## config.mk

```make
export PLATFORM = sky130hd
export DESIGN_NAME = serial_digit_adder
export DESIGN_NICKNAME = d
export VERILOG_FILES = /design/src/rtl/serial_digit_adder_pkg.sv /design/src/rtl/serial_digit_adder_digit_adder.sv /design/src/rtl/serial_digit_adder.sv
export SDC_FILE = /design/constraint.sdc
export NUM_CORES = 1
export LEC_CHECK = 0
export CORE_MARGIN = 2
export CORE_UTILIZATION = 57
export DETAILED_ROUTE_END_ITERATION = 12
export PLACE_DENSITY = 0.82
export SLEW_MARGIN = 10
export SYNTH_ARGS = -nofsm -noshare
export SYNTH_HDL_FRONTEND = slang
export SYNTH_SLANG_ARGS = --single-unit
```

## constraint.sdc

```tcl
create_clock -name clk -period 9.95 [get_ports clk]
set_input_delay 1.99 -clock clk [delete_from_list [all_inputs] [get_ports clk]]
set_output_delay 1.99 -clock clk [all_outputs]
set_load 0.02 [all_outputs]
```

## src/rtl/serial_digit_adder_pkg.sv

```systemverilog
// Shared types and defaults for the serial digit adder.
// State encoding is fixed so it can be probed from outside.
package serial_digit_adder_pkg;

  localparam int DEF_WIDTH = 32;
  localparam int DEF_DIGIT = 4;

  typedef enum logic [1:0] {
    IDLE = 2'd0,
    RUN  = 2'd1,
    DONE = 2'd2
  } state_t;

endpackage

```

## src/rtl/serial_digit_adder_digit_adder.sv

```systemverilog
// One digit slice of the iterated carry chain.
// Purely combinational; DIGIT bits plus carry in.
module digit_adder #(
  parameter int DIGIT = 4
) (
  input  logic [DIGIT-1:0] x,
  input  logic [DIGIT-1:0] y,
  input  logic             cin,
  output logic [DIGIT-1:0] s,
  output logic             co
);

  assign {co, s} = {1'b0, x} + {1'b0, y}
                 + {{DIGIT{1'b0}}, cin};

endmodule

```

## src/rtl/serial_digit_adder.sv

```systemverilog
// Multi-cycle add/sub: DIGIT bits per cycle, LSB first.
// Start/busy/done handshake with held sum, cout, overflow.
module serial_digit_adder
  import serial_digit_adder_pkg::*;
#(
  parameter int WIDTH = DEF_WIDTH,
  parameter int DIGIT = DEF_DIGIT
) (
  input  logic             clk,
  input  logic             reset,
  input  logic             start,
  input  logic             sub,
  input  logic [WIDTH-1:0] a,
  input  logic [WIDTH-1:0] b,
  output logic             busy,
  output logic             done,
  output logic [WIDTH-1:0] sum,
  output logic             cout,
  output logic             overflow
);

  localparam int N      = WIDTH / DIGIT;
  localparam int STEP_W = (N > 1) ? $clog2(N) : 1;
  localparam logic [STEP_W-1:0] LAST_STEP =
    STEP_W'(N - 1);

  state_t state_q;
  state_t state_d;
  logic   load;
  logic   last;

  logic [WIDTH-1:0]  a_sh;
  logic [WIDTH-1:0]  b_sh;
  logic [WIDTH-1:0]  b_sel;
  logic [WIDTH-1:0]  res_q;
  logic [WIDTH-1:0]  res_d;
  logic              carry_q;
  logic [STEP_W-1:0] step_q;
  logic              a_sign_q;
  logic              b_sign_q;
  logic [DIGIT-1:0]  d;
  logic              c;

  digit_adder #(
    .DIGIT(DIGIT)
  ) u_digit (
    .x  (a_sh[DIGIT-1:0]),
    .y  (b_sh[DIGIT-1:0]),
    .cin(carry_q),
    .s  (d),
    .co (c)
  );

  assign b_sel = sub ? ~b : b;

  // New digit enters at the top; after N steps
  // the first digit has reached bit 0.
  assign res_d = (res_q >> DIGIT)
               | (WIDTH'(d) << (WIDTH - DIGIT));

  assign busy = (state_q == RUN);
  assign done = (state_q == DONE);

  always_comb begin
    state_d = state_q;
    load    = 1'b0;
    last    = 1'b0;
    unique case (1'b1)
      (state_q == RUN): begin
        if (step_q == LAST_STEP) begin
          state_d = DONE;
          last    = 1'b1;
        end
      end
      (state_q == IDLE),
      (state_q == DONE): begin
        if (start) begin
          state_d = RUN;
          load    = 1'b1;
        end else begin
          state_d = IDLE;
        end
      end
      default: state_d = IDLE;
    endcase
  end

  always_ff @(posedge clk or posedge reset) begin
    if (reset) begin
      state_q <= IDLE;
    end else begin
      state_q <= state_d;
    end
  end

  always_ff @(posedge clk or posedge reset) begin
    if (reset) begin
      a_sh     <= '0;
      b_sh     <= '0;
      res_q    <= '0;
      carry_q  <= 1'b0;
      step_q   <= '0;
      a_sign_q <= 1'b0;
      b_sign_q <= 1'b0;
      sum      <= '0;
      cout     <= 1'b0;
      overflow <= 1'b0;
    end else if (load) begin
      a_sh     <= a;
      b_sh     <= b_sel;
      carry_q  <= sub;
      step_q   <= '0;
      a_sign_q <= a[WIDTH-1];
      b_sign_q <= b_sel[WIDTH-1];
    end else if (state_q == RUN) begin
      a_sh    <= a_sh >> DIGIT;
      b_sh    <= b_sh >> DIGIT;
      res_q   <= res_d;
      carry_q <= c;
      step_q  <= step_q + STEP_W'(1);
      if (last) begin
        sum      <= res_d;
        cout     <= c;
        overflow <= (a_sign_q == b_sign_q)
                 && (res_d[WIDTH-1] != a_sign_q);
      end
    end
  end

endmodule

```

# Yosys cells after proc, flatten, opt, wreduce, memory -nomap -nowiden
# Index checks and enable logic that the tools add are counted.
# word_totals
ff_bits	138
inputBits	68
out_inout_bits	36
wordCells	45
# op_classes
n_addsub	3
eq_ne	6
n_mux	16
n_bitwise	3
n_reduce_logical	6
# op_table
operator	n
$mux 32	5
$not 32->32	1
$or 28x32->32	1
$mux 1	7
$mux 3	2
$add 4x4->5	1
$add 5x1->5	1
$pmux 2 s2	1
$add 3x1->3 const B	1
$eq 3x3->1 const B	1
$reduce_and 3->1	1
$eq 2x1->1 const B	1
$eq 2x2->1 const B	1
$logic_not 2->1	1
$mux 2	1
$ne 2x1->1 const B	1
$reduce_and 2->1	1
$reduce_bool 2->1	1
$reduce_or 2->1	1
$eq 1x1->1	1
$logic_and 1x1->1	1
$ne 1x1->1	1
$not 1->1	1

# Longest topological paths before layout
# Gate-level depths: netlist of the first run.
# depth
ltp_word	5
ltp_mapped	8
mapped_depth_nobuf	7

# Modules after synthesis
# From an unflattened synthesis of the first run, not the netlist that was laid out.
# unflattened
cells_unflattened	564
area_unflattened_um2	5849.4
# by_module_without_submodules
module	instances	cells_per_inst	area_per_inst_um2	seq_area_each_um2
serial_digit_adder	1	548	5705.5	3353.2
digit_adder	1	16	143.9	0.0

# Worst setup path after synthesis of the first run
# No wires, ideal clock.
# synth_path
kind	reg-to-output
from	register state_q[1]
to	output busy
arrival_time_ns	1.100
t_required_ns	7.960
setup_slack_ns	6.860
stages_incl_launch_ff	6
n_path_buf	3
path_cell_list	dfrtp_1 nand2b_1 buf_6 inv_6 buf_2 buf_2
# synth_via
elab_chain_len	1
# synth_rtl
item	line_no	text
from (decl)	serial_digit_adder.sv:27	state_t state_q;
from (signal assigned)	serial_digit_adder.sv:92	state_q <= state_d;
$eq 2x1->1	serial_digit_adder.sv:61	assign busy = (state_q == RUN);
to (decl)	serial_digit_adder.sv:15	output logic busy,
# No other way between the ends.

# Worst setup path after layout of the first run
# Same ends and word-level chain as after synthesis.

==> results of run 1 <==
## power by group
part	leakage, nW	switching, W	internal (W)	total [W]
clock network	0.296	0.000227	0.000418	0.000645
registers	1.64	0.000172	0.000811	0.000982
logic	1.55	0.000555	0.000447	0.00100
total	3.49	0.000954	0.00168	0.00263
## critical path, delay by kind of cell, from the launching register on
family / cells / cell delay, ps
buffers and inverters: 2 / 1350
flip-flops: 1 / 380
AND/OR/NAND/NOR: 1 / 560
## cells in the mapped netlist, types with 2 or more instances
cell type    n  area, um2
a21oi_1      6       30.0
mux2_2      10        113
ha_1         5       62.6
a21o_1       2       15.0
a22o_1       3       26.3
a31oi_1     31        194
nor2b_1      2       12.5
buf_6        4       45.0
clkbuf_1     6       22.5
dfrtp_1    134       3350
nor2_1      74        278
mux2_4      19        285
xor2_1      31        272
nand3_1      2       10.0
xnor2_1      3       26.3
buf_1        4       15.0
a22oi_1      4       30.0
buf_2       24        120
o22ai_1     21        131
fa_1         2       40.0
o21ai_0     13       65.1
nand2b_1     2       12.5
nand2_1    172        646
inv_1        5       18.8
## worst max-delay path by stage
stage	slack (ps)	end	depth (start not counted)
floorplan	4380	a_sh[0]	1
global placement	5680	busy	3
detailed placement	5650	busy	3
CTS	5110	busy	3
global route	4970	busy	3
finish	5090	busy	3
## registers in the layout (all words and copies together) (netlist names)
signal and cells:
sum 32, b_sign_q 1, cout 1, b_sh 32, a_sh 32, res_q 28, carry_q 1, step_q 3
overflow 1, state_q 2, a_sign_q 1
## metal layers
metal	wire, um	track usage	part of all wire
met1	5260	0.313	0.42
met2	6490	0.404	0.51
met3	561	0.0526	0.044
met4	302	0.0959	0.024
met5	0	0	0
## area by class of cell
cell class,count,area (um2)
Clock buffer,19,442
Clock inverter,12,175
Fill cell,713,2630
Inverter,7,38.8
Multi-Input combinational cell,409,2320
Sequential cell,134,3350
Tap cell,136,170
Timing Repair Buffer,106,1050
## kinds of logic after synthesis
kind of cell / share of synthesized area
AND/OR/NAND/NOR: 0.171
flip-flops: 0.568
AO/OA/AOI/OAI: 0.0861
buffers and inverters: 0.0401
XOR/XNOR: 0.0504
multiplexers: 0.0674
adder cells (fa/ha/maj): 0.0174
## per-stage QoR
| stage | hold WS, ps | instances | worst slack, ps | cell area [um2] | utilization |
|---|---|---|---|---|---|
| after floorplan | 446 | 588 | 4380 | 5900 | - |
| after CTS | 486 | 823 | 5110 | 7550 | 0.741 |
| after global placement | 461 | 792 | 5680 | 6930 | 0.681 |
| after detailed placement | 469 | 792 | 5650 | 6930 | 0.681 |
| final | 489 | 823 | 5090 | 7550 | 0.741 |
| after global routing | 516 | 823 | 4970 | 7550 | 0.741 |
## cells in the final DEF (no fill, tap or decap), types with 3 or more instances in the layout
cell type,count
nand2_1,172
o22ai_1,21
buf_4,3
mux2_4,19
a22oi_1,4
a21oi_1,6
clkinv_2,3
clkinvlp_4,3
a31oi_1,31
a22o_1,3
ha_1,5
inv_1,4
nor2_1,74
clkbuf_8,3
inv_6,3
o21ai_0,13
clkdlybuf4s50_1,102
bufinv_16,4
xnor2_1,3
xor2_1,31
dfrtp_1,134
mux2_2,10
clkbuf_16,16
==> impl_metrics.toml, run 1 <==
[outcome]
status = "finished clean"

[sta]
post-route-period-util = 0.488
rsz0062_at_grt = "false"
skew_ps = 8.52
finalSetupViolations = 0
final_max_slew_viol_count = 0
final_period_minus_worst_setup_slack_ps = 4860
tightest_slew_ps = 897
hold_viol = 0
setup-tns-final_ps = 0
relSlewSlack = 0.402
fmaxAchievable_mhz = 206

[floorplanning]
start_util = 0.580
die_x_um = 106
coreArea_mm2 = 0.0102
ios = 104
die_area_mm2 = 0.0112
num_rows = 37
die_h_um = 106

[worst_setup_path]
cp-startpoint = "state_q[1]"
critPathMaxFanout = 88
cp_cell_sequence = "nand2b_4 > inv_6 > clkdlybuf4s50_1"
worst_path_largest_cell_delay_ps = 710
r2r_start = "state_q[1]"
reg2reg_slack_ps = 7340
worst_ep_required_time_ps = 7960
cpMaxStageDelayCell = "clkdlybuf4s50_1"
cp-start-kind = "flop"
crit_arrival_ps = 2870
regToRegEndpoint = "sum[11]"
rr_worst_depth = 5
end_kind = "output port"
crit_type = "flop to output port"

[worst_hold_path]
holdCritPathClass = "flop to flop"
whs_endpoint = "b_sh[28]"
hold_depth = 2
min_from = "b_sh[28]"

[detailed_routing]
via_per_inst = 5.39
drtAntennaViolNets = 0
drt_pass1_iterations = 5
drc = 0
route.detailed.wl_per_inst_um = 15.3
wl_um = 12600
vias = 4432
drt_iter0_drc = 311

[power_and_ir_drop]
p_leak_nw = 3.49
power.total_w = 0.00263
vdd_drop_max_mv = 0.234
power_density_mw_per_mm2 = 348

[synth]
postSynthCellCount = 588
ys.warnings.count = 0
avgSynthCellArea_um2 = 10.0
ys_ff_latch = 134
async_flop_share = 1.00
syn_area_mm2 = 0.00590
synth_nets = 663
synth_edf_count = 0
ys_seq_area_frac = 0.568
yosys_most_used_dff = "dfrtp_1"
synthDistinctLibCells = 33

[cells_and_area]
drive_gt1_frac = 0.102
n_antenna_cell = 0
fin_nets = 750
syn2layout_area_growth_pct = 27.9

[clocking]
postCtsResizedCells = 0
postCtsHoldBufs = 0
post_cts_buffers = 0
clk_latency_ps = 510
htreeDepth = 4
cts_sinks = 134
root_buffer = "clkbuf_8"
clock_path_buffers = 2
cts_tree = "built"
clk_pin_slew_ps = 60
cts_made_buffers = 17

[global_route]
grt_pass1_wl_um = 21300
grt_overflow = 0
antenna_found_initial = 0
grt_use_total = 0.243
grt_max_degree = 95
first_global_vias = 4455

[place]
place.gp.congestion = 0.822
io_buffer_count = 103
dpl.hpwl_um = 7910

[run]
drv_cap = 0
Power figures use the tool's default switching activity.
==> run 2, diff against run 1 <==
--- a/config.mk
+++ b/config.mk
@@ -6,9 +6,9 @@
 export NUM_CORES = 1
 export LEC_CHECK = 0
 export CORE_MARGIN = 2
-export CORE_UTILIZATION = 57
+export CORE_UTILIZATION = 48
 export DETAILED_ROUTE_END_ITERATION = 12
-export PLACE_DENSITY = 0.82
+export PLACE_DENSITY = 0.74
 export SLEW_MARGIN = 10
 export SYNTH_ARGS = -nofsm -noshare
 export SYNTH_HDL_FRONTEND = slang
==> constraint.sdc (replaced) <==
create_clock -name clk -period 4.3 [get_ports clk]
set_input_delay 0.86 -clock clk [delete_from_list [all_inputs] [get_ports clk]]
set_output_delay 0.86 -clock clk [all_outputs]
set_load 0.02 [all_outputs]
==> impl_metrics.toml, run 2 (synthesis results as in run 1) <==
[sta]
setup-tns-final_ps = 0
fmaxAchievable_mhz = 403
final_period_minus_worst_setup_slack_ps = 2480
skew_ps = 7.53
rsz0062_at_grt = "false"
relSlewSlack = 0.414
tightest_slew_ps = 879
hold_viol = 0
finalSetupViolations = 0
final_max_slew_viol_count = 0
post-route-period-util = 0.577
layout_setup_ws_ps = 1820

[worst_setup_path]
critPathMaxFanout = 4
worst_path_largest_cell_delay_ps = 610
end_kind = "output port"
crit_type = "flop to output port"
cp_cell_sequence = "nor2b_1 > clkdlybuf4s50_1"
r2r_start = "state_q[0]"
cpMaxStageDelayCell = "clkdlybuf4s50_1"
cp-startpoint = "state_q[0]"
cp-start-kind = "flop"
crit_arrival_ps = 1620
worst_ep_required_time_ps = 3440

[worst_hold_path]
min_from = "res_q[4]"
holdCritPathClass = "flop to flop"

[detailed_routing]
drt_iter0_drc = 319
drtAntennaViolNets = 0
drt_pass1_iterations = 5
via_per_inst = 5.23
vias = 4380
drc = 0
wl_um = 12300
route.detailed.wl_per_inst_um = 14.7

[cells_and_area]
n_antenna_cell = 0
layout.cells.most_common = "nand2_1"
syn2layout_area_growth_pct = 29.1
drive_gt1_frac = 0.103
fin_nets = 753
largest_registers = "a_sh (32), b_sh (32), sum (32)"
final_cell_mix = "nand2_1 (172), dfrtp_1 (134), clkdlybuf4s50_1 (102)"
fillers = 956

[floorplanning]
die_x_um = 115
start_util = 0.491
num_rows = 40
die_h_um = 115
coreArea_mm2 = 0.0120
die_area_mm2 = 0.0132
ios = 104

[power_and_ir_drop]
power.total_w = 0.00612
vdd_drop_max_mv = 0.679
p_leak_nw = 3.52
power_density_mw_per_mm2 = 803
clockPowerShare = 0.255
share_comb_of_total_power = 0.375
p_int_w = 0.00397
power_frac_seq = 0.370
power_switching_w = 0.00215
swShare = 0.351

[clocking]
clock_path_buffers = 2
postCtsHoldBufs = 0
postCtsResizedCells = 0
post_cts_buffers = 0
cts_sinks = 134
root_buffer = "clkbuf_16"
clk_pin_slew_ps = 50
cts_tree = "built"
clk_latency_ps = 400
htreeDepth = 4
cts_made_buffers = 17

[global_route]
grt_pass1_wl_um = 20800
grt_max_degree = 88
first_global_vias = 4328
antenna_found_initial = 0
grt_overflow = 0
grt_use_total = 0.199

[place]
io_buffer_count = 103
place.gp.congestion = 0.803
dpl.hpwl_um = 7940
pre_cts_ws_ps = 1500

[run]
drv_cap = 0

[outcome]
status = "finished clean"
## run 2: cell count changes in the layout (fill, tap and decap cells not counted)
cell	before	now
buf_4	3	5
bufinv_16	4	5
clkbuf_8	3	2
clkinv_4	1	0
clkbuf_16	16	17
clkbuf_1	0	3
clkinvlp_4	3	1
inv_6	3	1
clkinv_2	3	5
buf_12	0	1
## run 2: final timing paths
check	end	slack, ps	depth (start not counted)
max in group asynchronous	b_sh[31]	2460	3
hold reg to reg	res_q[4]	480	2
setup / recovery	done	1820	2
hold / removal	res_q[4]	480	2
setup reg to reg	a_sh[1]	1870	4
min in group asynchronous	sum[31]	940	2
## run 2: critical path, delay by kind of cell, from the launching register on
family	cells	cell delay [ps]
simple gates	1	150
flops	1	460
buf+inv	1	610
## run 2: power groups by stage
stage                     clock, W  combinational (W)  sequential (W)
after CTS                  0.00158            0.00232         0.00226
after floorplan                  0            0.00148         0.00235
final                      0.00156            0.00229         0.00226
after global placement           0            0.00222         0.00225
after global routing       0.00164            0.00257         0.00234
after detailed placement         0            0.00229         0.00228
## run 2: metrics by stage
step                      cells  cell area [um2]   util  hold WS [ps]
final                       838             7620  0.634           478
after global placement      806             6980  0.581           461
after detailed placement    806             6980  0.581           467
after CTS                   838             7620  0.634           481
after global routing        838             7620  0.634           507
after floorplan             588             5910      -           446
## run 2: layout make-up
cell class	instances	area, um2	area share
Clock buffer	22	464	0.0609
Tap cell	147	184	0.0241
Sequential cell	134	3350	0.440
Clock inverter	10	175	0.0230
Timing Repair Buffer	109	1080	0.142
Inverter	7	37.5	0.00493
Multi-Input combinational cell	409	2320	0.305
## run 2: layer usage
| metal | routed length (um) | track usage | part of all wire |
|---|---|---|---|
| met1 | 5600 | 0.273 | 0.46 |
| met2 | 5970 | 0.316 | 0.49 |
| met3 | 645 | 0.0554 | 0.053 |
| met5 | 0 | 0 | 0 |
| met4 | 69 | 0.0506 | 0.0056 |
